===== src/rtl/ex_mem_pkg.sv =====
`default_nettype none
// ============================================================================
// Module      : ex_mem_pkg
// Description : Shared types and default widths for the EX/MEM pipeline
//               register. Defines the MEM/WB control-bit bundle carried
//               alongside each instruction.
// Revision    : 1.0 - initial release
// ============================================================================
package ex_mem_pkg;

  localparam int DATA_W_DEF = 32;
  localparam int REG_W_DEF  = 5;

  // Control bits that travel with an instruction from EX into MEM/WB.
  typedef struct packed {
    logic memread;
    logic memwrite;
    logic memtoreg;
    logic regwrite;
  } ctrl_t;

  localparam int CTRL_W = $bits(ctrl_t);

endpackage
`default_nettype wire


===== src/rtl/ex_mem_pipe_reg_slot.sv =====
`default_nettype none
// ============================================================================
// Module      : pipe_slot
// Description : One storage slot of the EX/MEM skid buffer: a valid bit plus
//               a payload register. Clear has priority over load.
// Ports       : clk, rst     - clock, asynchronous active-high reset
//               i_load       - capture i_data and set valid
//               i_clear      - drop valid (payload kept, it is don't-care)
//               i_data       - payload to capture
//               o_valid      - slot holds a live entry
//               o_data       - stored payload (zero after reset)
// Revision    : 1.0 - initial release
// ============================================================================
module pipe_slot #(
  parameter int W = 8
) (
  input  logic         clk,
  input  logic         rst,
  input  logic         i_load,
  input  logic         i_clear,
  input  logic [W-1:0] i_data,
  output logic         o_valid,
  output logic [W-1:0] o_data
);

  logic         r_valid;
  logic [W-1:0] r_data;

  always_ff @(posedge clk or posedge rst) begin
    if (rst) begin
      r_valid <= 1'b0;
      r_data  <= '0;
    end else if (i_clear) begin
      r_valid <= 1'b0;
    end else if (i_load) begin
      r_valid <= 1'b1;
      r_data  <= i_data;
    end
  end

  assign o_valid = r_valid;
  assign o_data  = r_data;

endmodule
`default_nettype wire


===== src/rtl/ex_mem_pipe_reg.sv =====
`default_nettype none
// ============================================================================
// Module      : ex_mem_pipe_reg
// Description : EX/MEM pipeline register built as a two-entry skid buffer
//               (head drives MEM, skid absorbs one extra instruction while
//               MEM stalls). in_ready is a flop so no combinational path
//               runs from out_ready back to EX. Control outputs are gated
//               so bubbles never write memory or registers.
// Ports       : clk, rst                  - clock, async active-high reset
//               in_valid / in_ready       - EX-side handshake
//               in_result, in_write_data  - ALU result, store data
//               in_rd, in_mem*/in_regwrite- destination and control bits
//               flush                     - discard all held entries
//               out_valid / out_ready     - MEM-side handshake
//               out_*                     - head entry fields (gated ctrl)
//               fwd_rd, fwd_regwrite      - head destination for forwarding
//               occupancy                 - live entries, 0..2
// Revision    : 1.0 - initial release
// ============================================================================
module ex_mem_pipe_reg
  import ex_mem_pkg::*;
#(
  parameter int DATA_W   = DATA_W_DEF,
  parameter int REG_W    = REG_W_DEF,
  parameter int FLUSH_EN = 1
) (
  input  logic              clk,
  input  logic              rst,
  input  logic              in_valid,
  output logic              in_ready,
  input  logic [DATA_W-1:0] in_result,
  input  logic [DATA_W-1:0] in_write_data,
  input  logic [REG_W-1:0]  in_rd,
  input  logic              in_memread,
  input  logic              in_memwrite,
  input  logic              in_memtoreg,
  input  logic              in_regwrite,
  input  logic              flush,
  output logic              out_valid,
  input  logic              out_ready,
  output logic [DATA_W-1:0] out_result,
  output logic [DATA_W-1:0] out_write_data,
  output logic [REG_W-1:0]  out_rd,
  output logic              out_memread,
  output logic              out_memwrite,
  output logic              out_memtoreg,
  output logic              out_regwrite,
  output logic [REG_W-1:0]  fwd_rd,
  output logic              fwd_regwrite,
  output logic [1:0]        occupancy
);

  localparam int PAYLOAD_W = 2 * DATA_W + REG_W + CTRL_W;

  ctrl_t                 w_in_ctrl;
  ctrl_t                 w_head_ctrl;
  logic [PAYLOAD_W-1:0]  w_in_payload;
  logic [PAYLOAD_W-1:0]  w_head_data;
  logic [PAYLOAD_W-1:0]  w_skid_data;
  logic [PAYLOAD_W-1:0]  w_head_load_data;
  logic                  w_head_valid;
  logic                  w_skid_valid;
  logic                  w_accept;
  logic                  w_drain;
  logic                  w_flush;
  logic                  w_head_load;
  logic                  w_head_clear;
  logic                  w_skid_load;
  logic                  w_skid_clear;
  logic                  w_skid_valid_nxt;
  logic                  w_rd_nonzero;
  logic                  r_in_ready;

  assign w_in_ctrl    = '{memread:  in_memread,
                          memwrite: in_memwrite,
                          memtoreg: in_memtoreg,
                          regwrite: in_regwrite};
  assign w_in_payload = {in_result, in_write_data, in_rd, w_in_ctrl};

  assign w_flush  = (FLUSH_EN != 0) && flush;
  assign w_accept = in_valid && r_in_ready;
  assign w_drain  = w_head_valid && out_ready;

  // Head refills either from skid (when skid holds the next-oldest entry)
  // or straight from the input when it is empty or being drained.
  assign w_head_load      = (w_drain && w_skid_valid) ||
                            (w_accept && (!w_head_valid || w_drain));
  assign w_head_load_data = w_skid_valid ? w_skid_data : w_in_payload;
  assign w_head_clear     = w_flush || (w_drain && !w_skid_valid && !w_accept);

  // Skid only takes an entry when the head is full and stays full.
  assign w_skid_load  = w_accept && w_head_valid && !w_drain;
  assign w_skid_clear = w_flush || (w_drain && w_skid_valid);

  // Mirror of the skid slot's next valid state, so in_ready can be a flop.
  always_comb begin
    w_skid_valid_nxt = w_skid_valid;
    if (w_skid_clear)     w_skid_valid_nxt = 1'b0;
    else if (w_skid_load) w_skid_valid_nxt = 1'b1;
  end

  always_ff @(posedge clk or posedge rst) begin
    if (rst) r_in_ready <= 1'b1;
    else     r_in_ready <= !w_skid_valid_nxt;
  end

  pipe_slot #(.W(PAYLOAD_W)) u_head (
    .clk     (clk),
    .rst     (rst),
    .i_load  (w_head_load),
    .i_clear (w_head_clear),
    .i_data  (w_head_load_data),
    .o_valid (w_head_valid),
    .o_data  (w_head_data)
  );

  pipe_slot #(.W(PAYLOAD_W)) u_skid (
    .clk     (clk),
    .rst     (rst),
    .i_load  (w_skid_load),
    .i_clear (w_skid_clear),
    .i_data  (w_in_payload),
    .o_valid (w_skid_valid),
    .o_data  (w_skid_data)
  );

  assign {out_result, out_write_data, out_rd, w_head_ctrl} = w_head_data;

  // Bubbles and writes to register zero must never reach MEM/WB.
  assign w_rd_nonzero = |out_rd;
  assign out_valid    = w_head_valid;
  assign out_memread  = w_head_valid && w_head_ctrl.memread;
  assign out_memwrite = w_head_valid && w_head_ctrl.memwrite;
  assign out_memtoreg = w_head_ctrl.memtoreg;
  assign out_regwrite = w_head_valid && w_head_ctrl.regwrite && w_rd_nonzero;

  assign fwd_rd       = out_rd;
  assign fwd_regwrite = out_regwrite;

  assign in_ready  = r_in_ready;
  assign occupancy = {1'b0, w_head_valid} + {1'b0, w_skid_valid};

endmodule
`default_nettype wire

===== config.mk =====
export PLATFORM = sky130hd
export DESIGN_NAME = ex_mem_pipe_reg
export DESIGN_NICKNAME = d
export VERILOG_FILES = /design/src/rtl/ex_mem_pkg.sv /design/src/rtl/ex_mem_pipe_reg_slot.sv /design/src/rtl/ex_mem_pipe_reg.sv
export SDC_FILE = /design/constraint.sdc
export NUM_CORES = 1
export LEC_CHECK = 0
export ABC_AREA = 1
export CAP_MARGIN = 30
export CORE_ASPECT_RATIO = 0.75
export CORE_MARGIN = 8
export CORE_UTILIZATION = 51
export DETAILED_ROUTE_END_ITERATION = 6
export GPL_ROUTABILITY_DRIVEN = 0
export PLACE_DENSITY = 0.8
export SLEW_MARGIN = 20
export SYNTH_ARGS = -nofsm -noshare
export SYNTH_HDL_FRONTEND = slang
export SYNTH_SLANG_ARGS = --single-unit

===== constraint.sdc =====
create_clock -name clk -period 5.8 [get_ports clk]
set_input_delay 0.87 -clock clk [delete_from_list [all_inputs] [get_ports clk]]
set_output_delay 0.87 -clock clk [all_outputs]
set_load 0.02 [all_outputs]

==> results of run 1 <==
==> metrics by stage <==
stage / cells / hold slack [ns] / setup WS (ns) / power [uW] / util, %
finish: 1163 / 0.468 / 2.83 / 3400 / 63.6
global route: 1163 / 0.491 / 2.70 / 3580 / 63.6
CTS: 1161 / 0.472 / 2.60 / 3430 / 63.3
detailed placement: 1131 / 0.458 / 2.19 / 2230 / 58.9
global placement: 1129 / 0.455 / 2.30 / 2200 / 58.6
floorplan: 901 / 0.442 / 0.924 / 2010 / -
==> cell type report <==
type	count	area, um2
Multi-Input combinational cell	532	2440
Fill cell	1191	5200
Clock inverter	13	206
Inverter	82	313
Sequential cell	149	3730
Clock buffer	17	425
Timing Repair Buffer	170	1740
Tap cell	200	250
==> registers in the layout (all words and copies together), names as in the netlist <==
register	cells
u_head.o_data	73
u_skid.o_data	73
in_ready	1
u_head.o_valid	1
u_skid.o_valid	1
==> cells in the mapped netlist <==
cell type    n  area (um2)
nand2_1    301        1130
dfrtp_1    148        3700
buf_4       93         698
inv_1       81         304
o21ai_0     77         385
nand4_1     73         457
o21ai_1     63         315
buf_2       23         115
clkbuf_1    15        56.3
o21ai_2      7        61.3
buf_6        5        56.3
nand3_1      2        10.0
nor2_1       2        7.51
buf_1        1        3.75
buf_8        1        15.0
dfstp_2      1        26.3
ha_1         1        12.5
inv_2        1        3.75
nand2_2      1        6.26
nand2_4      1        11.3
nand3_2      1        10.0
nor2_2       1        6.26
nor3_1       1        5.00
o211a_1      1        10.0
==> cells by family (layout without fill, tap and decap cells) <==
logic type,count (synthesis),after routing
fa+ha+maj,1,1
flops,149,149
buf+inv,220,282
simple gates,383,383
compound gates,148,148
==> worst max-delay path, delay by kind of cell <==
| kind | cells | cell delay, ns |
|---|---|---|
| and+or+nand+nor | 5 | 0.82 |
| buffers and inverters | 3 | 1.52 |
==> layer usage <==
layer,share of wire (%),GRT usage (%),vias up,wire (um)
met5,0,0,-,0
met4,1.4,5.68,0,249
met3,7.3,4.85,24,1300
met2,46,30.4,227,8090
met1,46,25.6,2775,8090
li1,-,-,2926,-
==> worst paths after layout <==
path / start / cells after the start / to
min in group asynchronous: rst / 2 / u_head.o_data[25]$_DFFE_PP0P_
setup / recovery: in_valid / 8 / u_head.o_data[69]$_DFFE_PP0P_
setup reg to reg: in_ready$_DFF_PP1_ / 7 / u_head.o_data[69]$_DFFE_PP0P_
max in group asynchronous: rst / 3 / u_skid.o_data[29]$_DFFE_PP0P_
hold / removal: u_head.o_data[72]$_DFFE_PP0P_ / 2 / u_head.o_data[72]$_DFFE_PP0P_
hold reg to reg: u_head.o_data[72]$_DFFE_PP0P_ / 2 / u_head.o_data[72]$_DFFE_PP0P_
==> power by group through the flow <==
stage               Combinational, uW  Clock, uW  Sequential, uW
finish                            802       1190            1420
CTS                               810       1210            1410
global route                      886       1250            1440
global placement                  779          0            1420
floorplan                         612          0            1390
detailed placement                806          0            1430
==> impl_metrics.py, run 1 <==
metrics = {
    "routing": {
        "drt-vias-per-instance": 5.12,
        "antenna_left": 0,
        "wl_per_cell_um": 15.3,
        "firstDrtPassIters": 5,
        "initialDrtViolationCount": 433,
        "vias": 5952,
        "drc_errors": 0,
        "wl_um": 17700,
    },
    "synth": {
        "ys_seq_elements": 149,
        "synth-simple-area-share_pct": 22.2,
        "synth_nets": 980,
        "synth_compound_area_share_pct": 10.4,
        "synthCells": 901,
        "yosys_warnings": 0,
        "syn_area_mm2": 0.00741,
        "syn_area_per_cell_um2": 8.22,
        "yosys.area_share.xor_xnor_pct": 0,
        "synth.distinct_cells": 24,
        "synthAdderAreaFrac_pct": 0.169,
        "synth_mux_area_share_pct": 0,
        "synth_top_family_by_area": "simple AND/OR/NAND/NOR gates",
        "synth-seq-area-share_pct": 50.3,
    },
    "placed_design": {
        "dp_hpwl_um": 10800,
        "placed_area_mm2": 0.00843,
        "numPortBuffers": 160,
    },
    "worst_setup_path": {
        "crit_type": "in2reg",
        "critical_path_arrival_ns": 3.25,
        "crit_top_cell": "nand2_1",
        "ff2ff_setup_slack_ns": 3.26,
        "cp_max_fo": 75,
        "worst_path_max_delay_cell": "buf_4",
        "crit_path_cell_trace": "clkdlybuf4s50_1 -> nand2_1 -> nand2_2 -> buf_4 -> nand3_4 -> buf_12 -> nand2_1 -> nand2_1",
        "worstSetupStartpointType": "input port",
        "critical_path_required_ns": 6.09,
        "max_stage_delay_ns": 0.69,
        "endpoint_kind": "flip-flop",
    },
    "timing": {
        "rsz0062_at_grt": "false",
        "tightest_slew_ns": 0.882,
        "post-route-period-util_pct": 51.1,
        "fin_tns_setup_ns": 0,
        "finalSetupViolations": 0,
        "report.final.slew_viol_count": 0,
        "skew_ns": 0.0146,
        "fin_crit_ns": 2.97,
        "finalHoldViolations": 0,
        "fmax_mhz": 337,
        "relSlewSlack_pct": 41.2,
    },
    "grt": {
        "grt_overflow": 0,
        "antenna_found_initial": 0,
        "grt_max_degree": 106,
        "grt_use_total_pct": 19.2,
        "grt_pass1_wl_um": 29300,
        "grt_pass1_vias": 5897,
    },
    "power": {
        "power_leakage_uw": 0.00441,
        "p_seq_share_pct": 41.6,
        "combPwrFrac_pct": 23.5,
        "peakVddDrop_mv": 0.204,
        "p_clk_share_pct": 34.8,
        "switching_share_pct": 29.4,
        "powerDensity_mw_per_mm2": 374,
        "p_int_uw": 2400,
        "power_switching_uw": 1000,
    },
    "final_layout": {
        "layout.nets": 1031,
        "area_delta_synth_final_pct": 22.9,
        "final_area_mm2": 0.00911,
        "drive_gt1_share_pct": 5.92,
        "diodes": 0,
        "final_cell_mix": "nand2_1, clkdlybuf4s50_1, dfrtp_1, inv_1, o21ai_0",
        "final_common_cell": "nand2_1",
    },
    "floorplanning": {
        "ioPinCount": 161,
        "coreArea_mm2": 0.0143,
        "num_rows": 38,
        "die_w_um": 155,
        "initial_core_util_pct": 51.8,
        "die-area_mm2": 0.0187,
        "fp.dieH_um": 120,
    },
    "clock_network": {
        "cts_resized": 0,
        "cts_tree": "built",
        "cts_buffers": 17,
        "clk_latency_ns": 0.41,
        "clockBufferDepth": 2,
        "cts.clk_slew.worst_paths_ns": 0.06,
        "cts_hold_buf": 0,
        "htreeDepth": 4,
        "cts_setup_buffers": 0,
        "cts_sinks": 149,
        "clockRootBuffer": "clkbuf_16",
    },
    "run_status": {
        "status": "finished clean",
    },
    "flow_run": {
        "cap_violations": 0,
    },
    "hold_path": {
        "hold_path.class": "reg2reg",
    },
}
Power figures use the tool's default switching activity.
==> run 2, diff against run 1 <==
- clock period: 5.8 -> 3 ns (I/O delays scaled with it)
==> run 2 against run 1 <==
Compared with the run above:
- worst hold slack worse by 0.058 ns
- critical path depth is 6 lower
- via count is 0.18% lower
- register-to-register slack worse by 2.6 ns
- clock power is 77% higher
- count of clock-buffer cells in the layout is 2 higher
- setup slack worse by 2.4 ns
- cell count is 0.17% higher
- cell area is 0.65% lower
- wire length is 2.1% lower
- die area stayed put
- core utilization is 0.41 points lower
==> impl_metrics.py, run 2 (synthesis gave the netlist of run 1 again) <==
metrics = {
    "run_status": {
        "status": "finished clean",
    },
    "grt": {
        "antenna_found_initial": 1,
        "grt_pass1_vias": 5792,
        "grt_overflow": 0,
        "grt_pass1_wl_um": 29100,
        "grt_max_degree": 88,
        "grt_use_total_pct": 19.1,
    },
    "placed_design": {
        "dp_hpwl_um": 10900,
        "post-place-cells": 1133,
        "numPortBuffers": 160,
        "placed_area_mm2": 0.00846,
    },
    "worst_setup_path": {
        "endpoint_kind": "primary output",
        "ff2ff_setup_slack_ns": 0.63,
        "critical_path_required_ns": 2.55,
        "rr_worst_depth": 5,
        "path_buf_inv": 1,
        "max_stage_delay_ns": 0.71,
        "path_delay_family": "flip-flops",
        "timing.rr.end": "u_head.o_data[39]$_DFFE_PP0P_",
        "crit_path_cell_trace": "ha_1 -> clkdlybuf4s50_1",
        "worstSetupStartpointType": "flip-flop",
        "cp_max_fo": 64,
        "worst_path_max_delay_cell": "dfrtp_4",
        "crit_type": "reg2out",
        "critical_path_arrival_ns": 2.09,
        "rr_startpoint": "u_skid.o_valid$_DFF_PP0_",
    },
    "routing": {
        "vias": 5941,
        "drc_errors": 0,
        "initialDrtViolationCount": 478,
        "antenna_left": 0,
        "wl_per_cell_um": 14.9,
        "wl_um": 17400,
        "drt-vias-per-instance": 5.10,
        "firstDrtPassIters": 5,
    },
    "timing": {
        "post-route-period-util_pct": 84.6,
        "fmax_mhz": 394,
        "rsz0062_at_grt": "false",
        "report.final.slew_viol_count": 0,
        "skew_ns": 0.0107,
        "fin_crit_ns": 2.54,
        "fin_tns_setup_ns": 0,
        "tightest_slew_ns": 0.917,
        "finalHoldViolations": 0,
        "finalSetupViolations": 0,
        "relSlewSlack_pct": 38.9,
    },
    "floorplanning": {
        "coreArea_mm2": 0.0143,
        "die-area_mm2": 0.0187,
        "ioPinCount": 161,
        "fp.dieH_um": 120,
        "initial_core_util_pct": 51.8,
        "num_rows": 38,
        "die_w_um": 155,
    },
    "flow_run": {
        "cap_violations": 0,
    },
    "clock_network": {
        "cts_sinks": 149,
        "cts_hold_buf": 0,
        "cts_buffers": 17,
        "clockBufferDepth": 2,
        "cts_tree": "built",
        "htreeDepth": 4,
        "clk_latency_ns": 0.42,
        "clockRootBuffer": "clkbuf_16",
        "cts_setup_buffers": 0,
        "cts_resized": 0,
        "cts.clk_slew.worst_paths_ns": 0.07,
    },
    "hold_path": {
        "hold_path.class": "in2async",
    },
    "final_layout": {
        "final_area_mm2": 0.00905,
        "area_delta_synth_final_pct": 22.1,
        "final_util_pct": 63.2,
        "nFillCells": 1219,
        "final_common_cell": "nand2_1",
        "diodes": 0,
        "instances_no_fill": 1165,
        "layout.nets": 1031,
        "drive_gt1_share_pct": 6.01,
        "final_cell_mix": "nand2_1, clkdlybuf4s50_1, dfrtp_1, inv_1, o21ai_0",
    },
    "power": {
        "powerDensity_mw_per_mm2": 706,
        "peakVddDrop_mv": 0.393,
        "power_leakage_uw": 0.00438,
    },
}
## run 2: cell types whose count changed in the layout (fill, tap and decap cells not counted)
| cell | before | now |
|---|---|---|
| buf_12 | 2 | 4 |
| buf_16 | 2 | 0 |
| bufinv_16 | 5 | 2 |
| clkbuf_1 | 0 | 1 |
| clkbuf_8 | 0 | 1 |
| clkinv_2 | 3 | 2 |
| clkinv_4 | 2 | 4 |
| clkinvlp_4 | 2 | 3 |
| inv_6 | 2 | 3 |
## run 2: layer usage
layer  part of all wire (%)  routed length (um)  GRT usage (%)  up-vias
met4                    1.2                 209           6.35        2
met3                    7.8                1360           4.88       23
met2                     45                7870           30.6      200
li1                       -                   -              -     2923
met5                  0.063                  11              0        -
met1                     46                7930           25.1     2793
## run 2: area by class of cell
cell class / instances / area (um2) / share of cell area (%)
Timing Repair Buffer: 170 / 1730 / 19.1
Sequential cell: 149 / 3730 / 41.3
Clock inverter: 13 / 146 / 1.62
Multi-Input combinational cell: 532 / 2440 / 26.9
Tap cell: 200 / 250 / 2.77
Clock buffer: 19 / 443 / 4.89
Inverter: 82 / 312 / 3.44
## run 2: how the worst max path moves through the flow
stage / from / end / slack (ns) / cells after the start
after global routing: u_skid.o_valid$_DFF_PP0_ / occupancy[0] / 0.36 / 2
final: u_skid.o_valid$_DFF_PP0_ / occupancy[0] / 0.46 / 2
after CTS: u_skid.o_valid$_DFF_PP0_ / occupancy[0] / 0.44 / 2
after detailed placement: in_valid / u_head.o_data[2]$_DFFE_PP0P_ / 0.57 / 8
after global placement: out_ready / u_head.o_data[68]$_DFFE_PP0P_ / 0.64 / 8
after floorplan: rst / u_head.o_data[0]$_DFFE_PP0P_ / 0.68 / 1
## run 2: worst reg2reg max path: cells and delay by family, from the launching register on
kind / cells / cell delay [ns]
flip-flops: 1 / 0.80
AND/OR/NAND/NOR: 5 / 1.46
## run 2: where the power goes
group          switching [uW]  total [uW]  internal (uW)
sequential                275        2740           2470
clock                     858        2110           1260
combinational             824        1530            708
## run 2: stage by stage
stage | setup WS [ns] | hold WS, ns | total power (uW)
floorplan | 0.676 | 0.442 | 3880
global placement | 0.641 | 0.452 | 4260
detailed placement | 0.574 | 0.458 | 4320
CTS | 0.438 | 0.410 | 6450
global route | 0.363 | 0.440 | 6740
finish | 0.463 | 0.410 | 6390
==> run 3, diff against run 2 <==
- CORE_UTILIZATION: 51 -> 46
- PLACE_DENSITY: 0.8 -> 0.76
- clock period: 3 -> 2.1 ns (I/O delays scaled with it)
==> run 3 against run 2 <==
Compared with the run above:
- combinational power increased by 46%
- wire length rose by 4.2%
- flip-flop and latch count did not move
- first-iteration DRC count down 25%
- critical path depth did not move
- count of clock-buffer cells in the layout stayed put
- core utilization shrank 5.1 points
- critical path type unchanged
- critical endpoint is now occupancy[1]
- largest power group unchanged
==> impl_metrics.py, run 3 (synthesis gave the netlist of run 1 again) <==
metrics = {
    "run_status": {
        "status": "finished clean",
    },
    "worst_setup_path": {
        "critical_path_arrival_ns": 1.65,
        "cp_max_fo": 9,
        "worstSetupStartpointType": "flip-flop",
        "crit_type": "reg2out",
        "critical_path_required_ns": 1.78,
        "endpoint_kind": "primary output",
    },
    "floorplanning": {
        "die_w_um": 163,
        "fp.dieH_um": 126,
        "ioPinCount": 161,
        "coreArea_mm2": 0.0159,
        "num_rows": 40,
        "die-area_mm2": 0.0205,
        "initial_core_util_pct": 46.7,
    },
    "timing": {
        "relSlewSlack_pct": 62.0,
        "fin_tns_setup_ns": 0,
        "fin_crit_ns": 1.96,
        "skew_ns": 0.00953,
        "tightest_slew_ns": 0.570,
        "report.final.slew_viol_count": 0,
        "post-route-worst-setup-slack_ns": 0.136,
        "finalSetupViolations": 0,
        "finalHoldViolations": 0,
        "post-route-period-util_pct": 93.5,
        "fmax_mhz": 509,
        "rsz0062_at_grt": "false",
    },
    "power": {
        "p_seq_share_pct": 43.4,
        "combPwrFrac_pct": 24.8,
        "p_int_uw": 6260,
        "peakVddDrop_mv": 0.525,
        "power_leakage_uw": 0.00447,
        "powerDensity_mw_per_mm2": 980,
        "p_clk_share_pct": 31.8,
        "switching_share_pct": 30.7,
        "power_switching_uw": 2770,
        "total_power_uw": 9030,
    },
    "flow_run": {
        "cap_violations": 0,
    },
    "final_layout": {
        "area_delta_synth_final_pct": 24.4,
        "layout.nets": 1044,
        "diodes": 0,
        "instances_no_fill": 1188,
        "final_util_pct": 58.1,
        "drive_gt1_share_pct": 7.46,
        "final_cell_mix": "nand2_1, clkdlybuf4s50_1, dfrtp_1, inv_1, o21ai_0",
        "final_common_cell": "nand2_1",
    },
    "grt": {
        "grt_pass1_vias": 5913,
        "grt_pass1_wl_um": 30500,
        "grt_use_total_pct": 18.2,
        "grt_overflow": 0,
        "grt_max_degree": 67,
        "antenna_found_initial": 0,
    },
    "placed_design": {
        "pre_cts_ws_ns": 0.312,
        "dp_hpwl_um": 12100,
        "post-place-cells": 1156,
        "numPortBuffers": 160,
    },
    "clock_network": {
        "cts.clk_slew.worst_paths_ns": 0.06,
        "clockBufferDepth": 2,
        "htreeDepth": 4,
        "cts_hold_buf": 0,
        "cts_resized": 4,
        "clockRootBuffer": "clkbuf_16",
        "cts_buffers": 17,
        "cts_tree": "built",
        "clk_latency_ns": 0.42,
        "cts_sinks": 149,
        "cts_setup_buffers": 0,
    },
    "routing": {
        "wl_um": 18100,
        "firstDrtPassIters": 7,
        "vias": 5901,
        "drt-vias-per-instance": 4.97,
        "initialDrtViolationCount": 359,
        "drc_errors": 0,
        "wl_per_cell_um": 15.2,
        "antenna_left": 0,
    },
    "hold_path": {
        "hold_path.class": "in2async",
    },
}
[run 3: cell types whose count changed in the layout (fill, tap and decap cells not counted), sizes merged, moves of 2 or more]
cell           previous run  this run
buf                      10        23
clkdlybuf4s50           160       157
dlygate4sd2               0         3
clkinvlp                  3         5
inv                      84        82
[run 3: path summary, 6_finish.rpt]
path / start / end / slack (ns) / cells after the start
min reg2reg: u_head.o_data[43]$_DFFE_PP0P_ / u_head.o_data[43]$_DFFE_PP0P_ / 0.47 / 2
max reg2reg: u_skid.o_valid$_DFF_PP0_ / u_skid.o_data[30]$_DFFE_PP0P_ / 0.36 / 8
min: rst / u_skid.o_data[1]$_DFFE_PP0P_ / 0.22 / 2
max in group asynchronous: rst / u_skid.o_data[61]$_DFFE_PP0P_ / 1.24 / 3
min in group clk: in_rd[3] / u_skid.o_data[7]$_DFFE_PP0P_ / 0.46 / 3
max: u_head.o_valid$_DFFE_PP0P_ / occupancy[1] / 0.14 / 2
[run 3: power by group through the flow]
stage / clock (uW) / sequential (uW) / combinational (uW)
2_1_floorplan: 0 / 3850 / 1690
3_3_place_gp: 0 / 3930 / 2220
3_5_place_dp: 0 / 3950 / 2280
4_1_cts: 2930 / 3920 / 2280
5_1_grt: 3070 / 4000 / 2480
6_report: 2870 / 3920 / 2240
[run 3: final cells by class]
type	count	area, um2
sequential	149	3730
clock inverter	13	108
fill	1426	6650
timing repair buffer	183	1910
tap	210	263
multi-input combinational	532	2440
inverter	82	312
clock buffer	19	453
[run 3: worst max-delay path, cell delays in order (launching register included)]
cell and delay [ns]:
dfrtp_2 0.47, ha_1 0.17, clkdlybuf4s50_1 0.60
[run 3: metal layers]
metal  part of all wire, %  global-route usage, %
met2                    46                   28.0
met4                   1.4                   5.17
met1                    46                   24.6
met5                     0                      0
met3                   6.7                   5.14
[run 3: metrics by stage]
| step | area (um2) | hold slack (ns) |
|---|---|---|
| 2_1_floorplan | 7410 | 0.442 |
| 3_3_place_gp | 8660 | 0.454 |
| 3_5_place_dp | 8660 | 0.457 |
| 4_1_cts | 9220 | 0.217 |
| 5_1_grt | 9220 | 0.238 |
| 6_report | 9220 | 0.225 |
